--- src/rtl/ocx_tlx_data_rd_sched.sv ---
// Read-side burst scheduler for the TLX VC0 (resp) / VC1 (cmd) receive data FIFOs.
// Optional: define OCX_TLX_RD_SCHED_STRICT_PRIO_EN to give VC0 strict priority over VC1.
module ocx_tlx_data_rd_sched #(
    parameter int resp_addr_width  = 8,
    parameter int cmd_addr_width   = 8,
    parameter int req_q_depth_log2 = 2
) (
    input  logic                       tlx_clk,
    input  logic                       reset,
    input  logic                       afu_tlx_resp_rd_req,
    input  logic [2:0]                 afu_tlx_resp_rd_cnt,
    input  logic                       afu_tlx_cmd_rd_req,
    input  logic [2:0]                 afu_tlx_cmd_rd_cnt,
    input  logic                       resp_data_wr_ena,
    input  logic                       cmd_data_wr_ena,
    output logic                       resp_data_fifo_rd_ena,
    output logic [resp_addr_width-1:0] resp_data_fifo_rd_ptr,
    output logic                       cmd_data_fifo_rd_ena,
    output logic [cmd_addr_width-1:0]  cmd_data_fifo_rd_ptr,
    output logic                       tlx_afu_resp_data_valid,
    output logic                       tlx_afu_cmd_data_valid,
    output logic [1:0]                 rd_sched_err
);

    localparam int QL = req_q_depth_log2;
    localparam int QD = 1 << QL;
    localparam logic [QL:0] Q_FULL = (QL+1)'(QD);
    localparam logic [resp_addr_width:0] RESP_MAX = (resp_addr_width+1)'(1 << resp_addr_width);
    localparam logic [cmd_addr_width:0]  CMD_MAX  = (cmd_addr_width+1)'(1 << cmd_addr_width);

    typedef enum logic [1:0] {
        IDLE      = 2'd0,
        BURST_VC0 = 2'd1,
        BURST_VC1 = 2'd2
    } state_e;

    // FSM state and burst control
    state_e     state_q;
    logic [2:0] beats_left_q;
    logic       resp_rd_ena_q;
    logic       cmd_rd_ena_q;
`ifndef OCX_TLX_RD_SCHED_STRICT_PRIO_EN
    logic       last_grant_q;   // 0: VC0 granted last, 1: VC1 granted last
`endif

    // Per-VC request queues holding the beat count of each pending burst
    logic [2:0]    q_mem_q [2][QD];
    logic [QL-1:0] q_wp_q  [2];
    logic [QL-1:0] q_rp_q  [2];
    logic [QL:0]   q_cnt_q [2];

    logic [resp_addr_width:0]   resp_avail_q;
    logic [cmd_addr_width:0]    cmd_avail_q;
    logic [resp_addr_width-1:0] resp_ptr_q;
    logic [cmd_addr_width-1:0]  cmd_ptr_q;
    logic                       resp_valid_q;
    logic                       cmd_valid_q;
    logic [1:0]                 err_q;

    logic [2:0] req_cnt [2];
    logic [2:0] head    [2];
    logic [1:0] req_vld;
    logic [1:0] legal;
    logic [1:0] full;
    logic [1:0] push;
    logic [1:0] pop;
    logic [1:0] elig;
    logic [resp_addr_width:0] resp_eff;
    logic [cmd_addr_width:0]  cmd_eff;
    logic       arb_point;
    logic       grant_any;
    logic       grant_vc;
    logic [2:0] grant_cnt;
    logic       resp_ovf;
    logic       cmd_ovf;

    always_comb begin
        req_vld    = {afu_tlx_cmd_rd_req, afu_tlx_resp_rd_req};
        req_cnt[0] = afu_tlx_resp_rd_cnt;
        req_cnt[1] = afu_tlx_cmd_rd_cnt;
        legal      = '0;
        full       = '0;
        push       = '0;
        for (int v = 0; v < 2; v++) begin
            head[v]  = q_mem_q[v][q_rp_q[v]];
            legal[v] = (req_cnt[v] == 3'b001) || (req_cnt[v] == 3'b010) || (req_cnt[v] == 3'b100);
            full[v]  = (q_cnt_q[v] == Q_FULL);
            push[v]  = req_vld[v] && legal[v] && !full[v];
        end
    end

    // The beat on the port this cycle is still counted as resident, so it is
    // excluded when re-arbitrating on the last beat of a burst.
    assign resp_eff = resp_avail_q - (resp_addr_width+1)'(resp_rd_ena_q);
    assign cmd_eff  = cmd_avail_q - (cmd_addr_width+1)'(cmd_rd_ena_q);
    assign elig[0]  = (q_cnt_q[0] != '0) && (resp_eff >= (resp_addr_width+1)'(head[0]));
    assign elig[1]  = (q_cnt_q[1] != '0) && (cmd_eff >= (cmd_addr_width+1)'(head[1]));

    assign arb_point = (state_q == IDLE) || (beats_left_q == 3'd1);
    assign grant_any = arb_point && (|elig);
`ifdef OCX_TLX_RD_SCHED_STRICT_PRIO_EN
    assign grant_vc  = !elig[0];
`else
    assign grant_vc  = !(elig[0] && (!elig[1] || last_grant_q));
`endif
    assign grant_cnt = grant_vc ? head[1] : head[0];
    assign pop       = grant_any ? (grant_vc ? 2'b10 : 2'b01) : 2'b00;

    assign resp_ovf = resp_data_wr_ena && !resp_rd_ena_q && (resp_avail_q == RESP_MAX);
    assign cmd_ovf  = cmd_data_wr_ena && !cmd_rd_ena_q && (cmd_avail_q == CMD_MAX);

    always_ff @(posedge tlx_clk) begin
        if (reset) begin
            state_q       <= IDLE;
            beats_left_q  <= '0;
            resp_rd_ena_q <= 1'b0;
            cmd_rd_ena_q  <= 1'b0;
`ifndef OCX_TLX_RD_SCHED_STRICT_PRIO_EN
            last_grant_q  <= 1'b1;
`endif
        end else if (arb_point) begin
            if (grant_any) begin
                state_q       <= grant_vc ? BURST_VC1 : BURST_VC0;
                beats_left_q  <= grant_cnt;
                resp_rd_ena_q <= !grant_vc;
                cmd_rd_ena_q  <= grant_vc;
`ifndef OCX_TLX_RD_SCHED_STRICT_PRIO_EN
                last_grant_q  <= grant_vc;
`endif
            end else begin
                state_q       <= IDLE;
                beats_left_q  <= '0;
                resp_rd_ena_q <= 1'b0;
                cmd_rd_ena_q  <= 1'b0;
            end
        end else begin
            beats_left_q <= beats_left_q - 3'd1;
        end
    end

    always_ff @(posedge tlx_clk) begin
        if (reset) begin
            for (int v = 0; v < 2; v++) begin
                q_wp_q[v]  <= '0;
                q_rp_q[v]  <= '0;
                q_cnt_q[v] <= '0;
            end
        end else begin
            for (int v = 0; v < 2; v++) begin
                if (push[v]) begin
                    q_mem_q[v][q_wp_q[v]] <= req_cnt[v];
                    q_wp_q[v]             <= q_wp_q[v] + QL'(1);
                end
                if (pop[v]) begin
                    q_rp_q[v] <= q_rp_q[v] + QL'(1);
                end
                case ({push[v], pop[v]})
                    2'b10:   q_cnt_q[v] <= q_cnt_q[v] + (QL+1)'(1);
                    2'b01:   q_cnt_q[v] <= q_cnt_q[v] - (QL+1)'(1);
                    default: q_cnt_q[v] <= q_cnt_q[v];
                endcase
            end
        end
    end

    always_ff @(posedge tlx_clk) begin
        if (reset) begin
            resp_avail_q <= '0;
            cmd_avail_q  <= '0;
            resp_ptr_q   <= '0;
            cmd_ptr_q    <= '0;
            resp_valid_q <= 1'b0;
            cmd_valid_q  <= 1'b0;
            err_q        <= '0;
        end else begin
            case ({resp_data_wr_ena, resp_rd_ena_q})
                2'b10:   resp_avail_q <= resp_ovf ? resp_avail_q : resp_avail_q + (resp_addr_width+1)'(1);
                2'b01:   resp_avail_q <= resp_avail_q - (resp_addr_width+1)'(1);
                default: resp_avail_q <= resp_avail_q;
            endcase
            case ({cmd_data_wr_ena, cmd_rd_ena_q})
                2'b10:   cmd_avail_q <= cmd_ovf ? cmd_avail_q : cmd_avail_q + (cmd_addr_width+1)'(1);
                2'b01:   cmd_avail_q <= cmd_avail_q - (cmd_addr_width+1)'(1);
                default: cmd_avail_q <= cmd_avail_q;
            endcase
            if (resp_rd_ena_q) resp_ptr_q <= resp_ptr_q + resp_addr_width'(1);
            if (cmd_rd_ena_q)  cmd_ptr_q  <= cmd_ptr_q + cmd_addr_width'(1);
            resp_valid_q <= resp_rd_ena_q;
            cmd_valid_q  <= cmd_rd_ena_q;
            err_q[0]     <= err_q[0] | (|(req_vld & (~legal | full)));
            err_q[1]     <= err_q[1] | resp_ovf | cmd_ovf;
        end
    end

    assign resp_data_fifo_rd_ena   = resp_rd_ena_q;
    assign cmd_data_fifo_rd_ena    = cmd_rd_ena_q;
    assign resp_data_fifo_rd_ptr   = resp_ptr_q;
    assign cmd_data_fifo_rd_ptr    = cmd_ptr_q;
    assign tlx_afu_resp_data_valid = resp_valid_q;
    assign tlx_afu_cmd_data_valid  = cmd_valid_q;
    assign rd_sched_err            = err_q;

endmodule

--- config.mk ---
export PLATFORM = sky130hd
export DESIGN_NAME = ocx_tlx_data_rd_sched
export DESIGN_NICKNAME = d
export VERILOG_FILES = /design/src/rtl/ocx_tlx_data_rd_sched.sv
export SDC_FILE = /design/constraint.sdc
export NUM_CORES = 1
export LEC_CHECK = 0
export CORE_AREA = 2 2 119 121
export CTS_CLUSTER_SIZE = 28
export DETAILED_ROUTE_END_ITERATION = 16
export DIE_AREA = 0 0 121 123
export SETUP_SLACK_MARGIN = 0.5
export SYNTH_ARGS = -nofsm -noshare
export SYNTH_HDL_FRONTEND = slang
export SYNTH_SLANG_ARGS = --single-unit
--- constraint.sdc ---
create_clock -name tlx_clk -period 3.61 [get_ports tlx_clk]
set_input_delay 1.083 -clock tlx_clk [delete_from_list [all_inputs] [get_ports tlx_clk]]
set_output_delay 1.083 -clock tlx_clk [all_outputs]
set_load 0.02 [all_outputs]
**Yosys cells after proc, flatten, opt, wreduce, memory -nomap -nowiden**

Memories as Yosys holds them, arrays and structs flattened.
Index checks and enable logic that the tools add are counted.
W data, S select, Z words.

- Equality and inequality tests: 21
- Reduce and logical (&&, ||, !) cells: 38
- Bitwise logic cells: 20
- Mux-type cells: 65
- Magnitude comparators: 8
- Add/sub/neg operators: 17

Operators with widths:

| kind | number |
|---|---|
| $mux W3 | 15 |
| $pmux W9 S2 | 2 |
| $mux W1 | 34 |
| $mux W12 | 2 |
| $add A9 B1 Y9 const B | 2 |
| $eq A9 B9 Y1 const B | 2 |
| $ge A9 B3 Y1 | 2 |
| $mux W9 | 2 |
| $sub A9 B1 Y9 | 2 |
| $sub A9 B1 Y9 const B | 2 |
| $add A8 B1 Y8 const B | 2 |
| $logic_and A1 B1 Y1 | 14 |
| $or A1 B1 Y1 | 13 |
| $bmux W3 S2 | 2 |
| $demux W3 S2 | 2 |
| $eq A3 B3 Y1 const B | 4 |
| $ge A3 B3 Y1 const B | 4 |
| $mux W2 | 6 |
| $not A2 Y3 | 4 |
| $eq A3 B1 Y1 const B | 3 |
| $sub A3 B1 Y3 const B | 3 |
| $add A2 B1 Y2 const B | 4 |
| $eq A2 B1 Y1 const B | 4 |
| $eq A2 B2 Y1 const B | 4 |
| 14 further kinds | 35 |

- Register bits after elaboration: 46
- Memories kept: 4
- Output and inout bits: 22
- Input bits: 12
- Memory bits (writable): 38
- Word-level logic and storage cells: 185

Memories:

| memory | depth | bits a word | read ports | clocked after memory_dff | wr ports | line | RTL |
|---|---|---|---|---|---|---|---|
| q_mem_q | 2 | 12 | 2 | 0 | 2 | 47 | `logic [2:0] q_mem_q [2][QD];` |
| q_cnt_q | 2 | 3 | 2 | 0 | 2 | 50 | `logic [QL:0] q_cnt_q [2];` |
| q_rp_q | 2 | 2 | 2 | 0 | 2 | 49 | `logic [QL-1:0] q_rp_q [2];` |
| q_wp_q | 2 | 2 | 2 | 0 | 2 | 48 | `logic [QL-1:0] q_wp_q [2];` |

**Depth between registers and ports, before layout**

Gate-level depths: netlist of run 1.

- Depth after elaboration: 18
- Depth in mapped cells: 16
- Depth with buffers taken out: 16

**Worst setup path before layout of run 1**

OpenSTA, ideal clock, no wires.

- Path type: flip-flop to flip-flop
- Start point: memory q_rp_q[0][2] (netlist bit)
- End point: memory q_cnt_q[1][2] (netlist bit) (data pin)
- Arrival time: 3.429 ns
- Buffers on the path: 1
- Setup time: 0.262 ns
- Required time: 3.348 ns
- Stages on the path, launching flop included: 14
- Clock period less this slack: 3.691 ns
- Slack: -0.081 ns
- Cells stage by stage: edfxtp_1 > buf_2 > mux4_2 > ha_1 > nand2b_1 > a21oi_1 > o2111ai_1 > o211ai_1 > nand3_1 > ha_1 > o41ai_1 > nor3_1 > a211oi_1 > a21oi_1

RTL lines:

| item | line |
|---|---|
| from (decl) | 49 |
| to (decl) | 50 |

==> results.cfg, run 1 <==
[status]
status = complete, no violations

[sta]
period_needed_ns = 3.40
setup_tns_ns = 0
worstMarginPinSlew_ns = 0.547
finClkSkew_ns = 0.00772
fin_crit_sh_pct = 94.2
fmax_mhz = 294
hold_violations = 0
finalSetupViolCount = 0
rsz0062_at_grt = yes
relSlewSlack_pct = 63.5
maxSlewViolCount = 0

[placement]
io_buffer_count = 33
dpl.hpwl_um = 7020
placedInstanceArea_um2 = 5320
gp_congestion = 0.797

[setup_path]
crit_required_ns = 3.70
worstSetupPathType = reg2reg
cp_cell_sequence = mux4_2 > ha_4 > nand2b_4 > a21oi_2 > o2111ai_2 > o211ai_1 > nand3_2 > inv_2 > ha_4 > nand2_4 > fa_2 > xor2_1 > xnor2_1 > nor2_1
cp_slowest_stage_delay_ns = 0.58
cpMaxStageDelayCell = mux4_2
startpoint_type = flip-flop
cp-end-kind = flip-flop
critPathMostFrequentCell = ha_4
cp_max_fo = 4
crit_arrival_ns = 3.49

[die]
io_pins = 34
die-height_um = 123
die_area_um2 = 14900
start_util_pct = 34.4
core_area_um2 = 13600
chipWidth_um = 121
rows = 43

[cts]
cts_root_buf = clkbuf_16
numClockSinks = 82
numCtsBuffers = 9
hold_buffers = 0
h-tree-depth = 3
clock_path_buffers = 2
cts_tree = done
path_clk_slew_ns = 0.06
clk_latency_ns = 0.34

[synth]
synth-edff-count = 38
syn_nets = 530
yosys_warnings = 0
ys_seq_area_share_pct = 43.2
synthArstFlopShare_pct = 0
synth.avg_cell_area_um2 = 9.92
synth_flop_cell = dfxtp_1
netlist_instances = 472
ys_top_cells_by_area = edfxtp_1 24%, dfxtp_1 19%, ha_1 11%, nor2_1 4.0%, xor2_1 3.6%
ys_types = 51
synth_area_um2 = 4680
ys_seq_elements = 82
synth_top_cell_area_share_pct = 24.4
synth_most_common_cell = nor2_1
yosys.area.top_type = edfxtp_1
ys_top_cells_by_count = 50 x nor2_1, 44 x dfxtp_1, 43 x ha_1

[grt]
first_global_vias = 3503
grt_antenna_before_repair = 0
grt_max_degree = 51
gr-total-overflow = 0
grt_first_pass_wirelength_um = 16400
grt_use_total_pct = 13.9

[finish]
drive_above_1_share_pct = 13.5
nets = 586
syn_to_final_growth_pct = 23.4
stdcell_area_um2 = 5780
diodes = 0
fillerInstances = 1290

[power_and_ir_drop]
p_clk_share_pct = 20.4
p_switching_w = 0.00159
p_seq_share_pct = 31.1
power_density_nw_per_um2 = 745
switching_share_pct = 36.9
p_int_w = 0.00271
power_leakage_nw = 2.36
combPwrFrac_pct = 48.4
peakVddDrop_mv = 0.320

[routing]
vias = 3496
drc = 0
drtIter0Drc = 195
wire_per_inst_um = 13.4
vias_per_cell = 4.90
ant_nets = 0
drtPass1Iterations = 4
routed_wl_um = 9530

[min_path]
hp-class = reg2reg

[run]
drv_cap = 0
cell type report:
type                    count  area [µm²]  area share [%]
clock buffers              10         229            3.96
multi-input cells         341        2600            45.0
clock inverters             6        57.6           0.996
repair buffers             57         505            8.75
well taps                 180         225            3.90
flip-flops and latches     82        2020            35.0
inverters                  37         139            2.40
worst max-delay path: cells and delay by family, from the launching register on:
family | cells | cell delay, ns
adder cells (fa/ha/maj) | 3 | 0.71
multiplexers | 1 | 0.58
AO/OA/AOI/OAI | 3 | 0.56
flip-flops | 1 | 0.43
AND/OR/NAND/NOR | 4 | 0.43
XOR/XNOR | 2 | 0.33
buffers and inverters | 1 | 0.12
per-stage QoR:
step	worst slack [ns]	total power, W	cells	utilization (%)	hold slack [ns]
detailed placement	0.0331	0.00313	688	39.1	0.470
global placement	0.130	0.00305	688	39.1	0.467
CTS	0.288	0.00425	712	42.1	0.490
finish	0.209	0.00430	713	42.4	0.488
floorplan	0.213	0.00262	472	-	0.451
global route	0.0494	0.00465	713	42.4	0.510
state kept, by name, indices dropped and copies added (netlist names):
signal and flops:
rd_sched_err 2, tlx_afu_resp_data_valid 1, resp_avail_q 9, q_mem_q 24
tlx_afu_cmd_data_valid 1, state_q 1, q_cnt_q 6, resp_data_fifo_rd_ptr 8
q_rp_q 4, beats_left_q 3, last_grant_q 1, cmd_data_fifo_rd_ptr 8
resp_data_fifo_rd_ena 1, q_wp_q 4, cmd_avail_q 9
layer usage:
layer  global-route usage (%)  wire length [µm]
met5                        0                 0
met4                     4.80               176
met3                     3.18               297
met1                     17.7              4540
met2                     23.1              4530
power by group through the flow:
stage	Combinational [W]	Sequential, W	Clock [W]
floorplan	0.00128	0.00134	0
global placement	0.00170	0.00136	0
detailed placement	0.00176	0.00137	0
CTS	0.00200	0.00134	0.000910
global route	0.00234	0.00136	0.000942
finish	0.00208	0.00134	0.000880
worst paths after layout:
kind	to	startpoint	depth (start not counted)	slack, ns
worst min register to register	rd_sched_err[1]	rd_sched_err[1]	1	0.49
worst max-delay path	q_cnt_q[0][2]	q_rp_q[0][2]	14	0.21
worst max register to register	q_cnt_q[0][2]	q_rp_q[0][2]	14	0.21
worst min-delay path	rd_sched_err[1]	rd_sched_err[1]	1	0.49
placed cells by master (no fill, tap or decap), types with 5 or more instances in the layout:
master           instances
o21ai_0                 14
or3_1                    5
nand3_1                  6
o31ai_1                  5
dfxtp_1                 44
o211ai_1                 7
and2_1                   9
nand2_1                 31
clkdlybuf4s50_1         32
clkbuf_16                9
mux2i_1                 11
inv_1                   36
xnor2_1                 12
xor2_1                  19
buf_4                   24
nor2b_1                 10
nor3_1                  11
nand2b_1                 9
ha_1                    39
nand4_1                  6
a21oi_1                 20
nor2_1                  50
edfxtp_1                38
logic make-up after synthesis:
family / after synthesis / synth area share, %
mux: 17 / 4.76
compound gates: 86 / 12.1
fa+ha+maj: 46 / 12.8
buf+inv: 49 / 4.01
xor+xnor: 31 / 5.80
flops: 82 / 43.2
simple gates: 161 / 17.3
what timing repair did:
item | 4_1_cts | 5_1_grt
resized for setup | 16 | 9
pin swaps | 8 | 0
endpoints found under the setup margin | 11 | 14
buffers inserted | 8 | 1
No activity file was read; power rests on OpenSTA's default activity.
==> run 2: changes to the inputs <==
--- a/config.mk
+++ b/config.mk
@@ -9,6 +9,7 @@
 export CTS_CLUSTER_SIZE = 28
 export DETAILED_ROUTE_END_ITERATION = 16
 export DIE_AREA = 0 0 121 123
+export REMOVE_ABC_BUFFERS = 1
 export SETUP_SLACK_MARGIN = 0.5
 export SYNTH_ARGS = -nofsm -noshare
 export SYNTH_HDL_FRONTEND = slang
==> run 2 against run 1 <==
Register-to-register slack improved by 0.02 ns. Critical path depth is 2 lower. Critical endpoint is now q_cnt_q[1][2]. Largest cell class unchanged. Utilization grew 0.33 points. Via count rose by 0.66%. Largest power group unchanged.
==> results.cfg, run 2 (synthesis results as in run 1) <==
[routing]
routed_wl_um = 9650
route.met2.wl_um = 4760
drtPass1Iterations = 6
wl_met1_um = 4580
dr_wl_met3_um = 202
drtIter0Drc = 97
drc = 0
ant_nets = 0
wire_per_inst_um = 13.5
vias_per_cell = 4.91
top_layer = met4
vias = 3519

[power_and_ir_drop]
p_int_w = 0.00274
power_density_nw_per_um2 = 745
p_seq_share_pct = 30.9
peakVddDrop_mv = 0.413
p_switching_w = 0.00160
p_clk_share_pct = 22.0
finalPower_w = 0.00434
switching_share_pct = 36.9
combPwrFrac_pct = 47.1
power_leakage_nw = 2.38

[sta]
worstMarginPinSlew_ns = 0.483
fmax_mhz = 296
finalSetupViolCount = 0
relSlewSlack_pct = 67.5
period_needed_ns = 3.38
maxSlewViolCount = 0
fin_crit_sh_pct = 93.7
rsz0062_at_grt = yes
finClkSkew_ns = 0.0116
hold_violations = 0

[grt]
grt_use_total_pct = 13.7
gr-total-overflow = 0
grt_max_degree = 47
first_global_vias = 3469
grt_first_pass_wirelength_um = 16400
grt_antenna_before_repair = 0

[finish]
largest_reg_flops = 24
drive_above_1_share_pct = 13.8
final_common_cell = nor2_1
final_cell_mix = 50 x nor2_1, 44 x dfxtp_1, 41 x ha_1, 38 x edfxtp_1, 36 x inv_1
syn_to_final_growth_pct = 24.4
fillerInstances = 1269
diodes = 0
nets = 589
utilization_pct = 42.8

[die]
die_area_um2 = 14900
die-height_um = 123
start_util_pct = 34.4
io_pins = 34
chipWidth_um = 121
core_area_um2 = 13600
rows = 43

[setup_path]
critPathMostFrequentCell = a21oi_1
cpMaxStageDelayCell = mux4_2
crit_required_ns = 3.70
critical-path-top-delay-family = compound AO/OA/AOI/OAI gates
worstSetupPathType = reg2reg
ff2ff_path_depth = 12
cp_cell_sequence = mux4_2 > ha_4 > nand2b_4 > a21oi_4 > o2111ai_2 > o211ai_1 > nand3_1 > ha_1 > o41ai_4 > nor3_2 > a21oi_1 > a21oi_1
regToRegSetupSlack_ns = 0.23
critPathBufInv = 0
timing.rr.end = q_cnt_q[1][2]
cp_slowest_stage_delay_ns = 0.57
r2r-start = q_rp_q[0][2]
cp-end-kind = flip-flop
startpoint_type = flip-flop
cp_max_fo = 4
crit_arrival_ns = 3.47

[placement]
dpl.hpwl_um = 7080
gp_congestion = 0.800
io_buffer_count = 33

[min_path]
min_from = cmd_avail_q[7]
worstHoldEndpoint = cmd_avail_q[7]
worstHoldPathCells = 2
hp-class = reg2reg

[cts]
h-tree-depth = 3
path_clk_slew_ns = 0.07
clk_latency_ns = 0.34
numCtsBuffers = 9
numClockSinks = 82
hold_buffers = 0
cts_tree = done
cts_root_buf = clkbuf_16
clock_path_buffers = 2

[status]
status = complete, no violations

[run]
drv_cap = 0
==> run 2: cell count changes in the layout (fill, tap and decap cells not counted), sizes merged <==
| cell | delta |
|---|---|
| buf | +3 |
| clkinv | -2 |
| inv | +2 |
==> run 2: cell type report <==
| class | count | area (µm²) | share of cell area (%) |
|---|---|---|---|
| clock inverter | 6 | 72.6 | 1.25 |
| multi-input combinational | 341 | 2590 | 44.5 |
| clock buffer | 10 | 239 | 4.10 |
| sequential | 82 | 2020 | 34.7 |
| timing repair buffer | 60 | 532 | 9.13 |
| inverter | 37 | 141 | 2.43 |
| tap | 180 | 225 | 3.87 |
==> run 2: repair_timing <==
item,in CTS,in global routing
pin swaps,12,8
resized for setup,14,15
buffers inserted,3,3
endpoints found under the setup margin,11,16
==> run 2: power by group through the flow <==
| stage | logic (W) | clock network [W] | registers [W] |
|---|---|---|---|
| 2_1_floorplan | 0.00118 | 0 | 0.00137 |
| 3_3_place_gp | 0.00169 | 0 | 0.00135 |
| 3_5_place_dp | 0.00174 | 0 | 0.00136 |
| 4_1_cts | 0.00195 | 0.000974 | 0.00134 |
| 5_1_grt | 0.00229 | 0.00101 | 0.00137 |
| 6_report | 0.00204 | 0.000954 | 0.00134 |
==> run 2: how the worst max path moves through the flow <==
stage	start	endpoint	slack, ns	depth (start not counted)
3_5_place_dp	q_rp_q[0][2]	q_cnt_q[0][2]	-0.002	15
2_1_floorplan	q_rp_q[0][2]	q_cnt_q[1][2]	-0.11	12
3_3_place_gp	q_rp_q[0][2]	q_cnt_q[0][2]	0.08	15
5_1_grt	q_rp_q[0][2]	q_cnt_q[0][2]	-0.01	15
6_report	q_rp_q[0][2]	q_cnt_q[1][2]	0.23	12
4_1_cts	q_rp_q[0][2]	q_cnt_q[0][2]	0.14	15
==> run 2: worst register-to-register path: stages, from the launching register on <==
cell,delay (ns)
edfxtp_1,0.43
mux4_2,0.57
ha_4,0.23
nand2b_4,0.14
a21oi_4,0.12
o2111ai_2,0.14
o211ai_1,0.24
nand3_1,0.15
ha_1,0.37
o41ai_4,0.36
nor3_2,0.11
a21oi_1,0.18
a21oi_1,0.09
==> run 2: stage by stage <==
step | hold WS, ns | TNS (ns) | setup WS [ns] | cell area (µm²) | cells
after detailed placement | 0.475 | -0.00249 | -0.00249 | 5340 | 694
after global placement | 0.466 | 0 | 0.0846 | 5340 | 694
after floorplan | 0.451 | -0.112 | -0.112 | 4630 | 460
after global routing | 0.516 | -0.0111 | -0.0111 | 5820 | 716
after CTS | 0.485 | 0 | 0.139 | 5750 | 713
final | 0.485 | 0 | 0.227 | 5820 | 716
==> run 2: per-layer routing <==
layer | global-route usage [%] | up-vias
li1 | - | 1794
met1 | 17.7 | 1683
met2 | 23.5 | 31
met3 | 2.12 | 11
met4 | 4.58 | 0
met5 | 0 | -
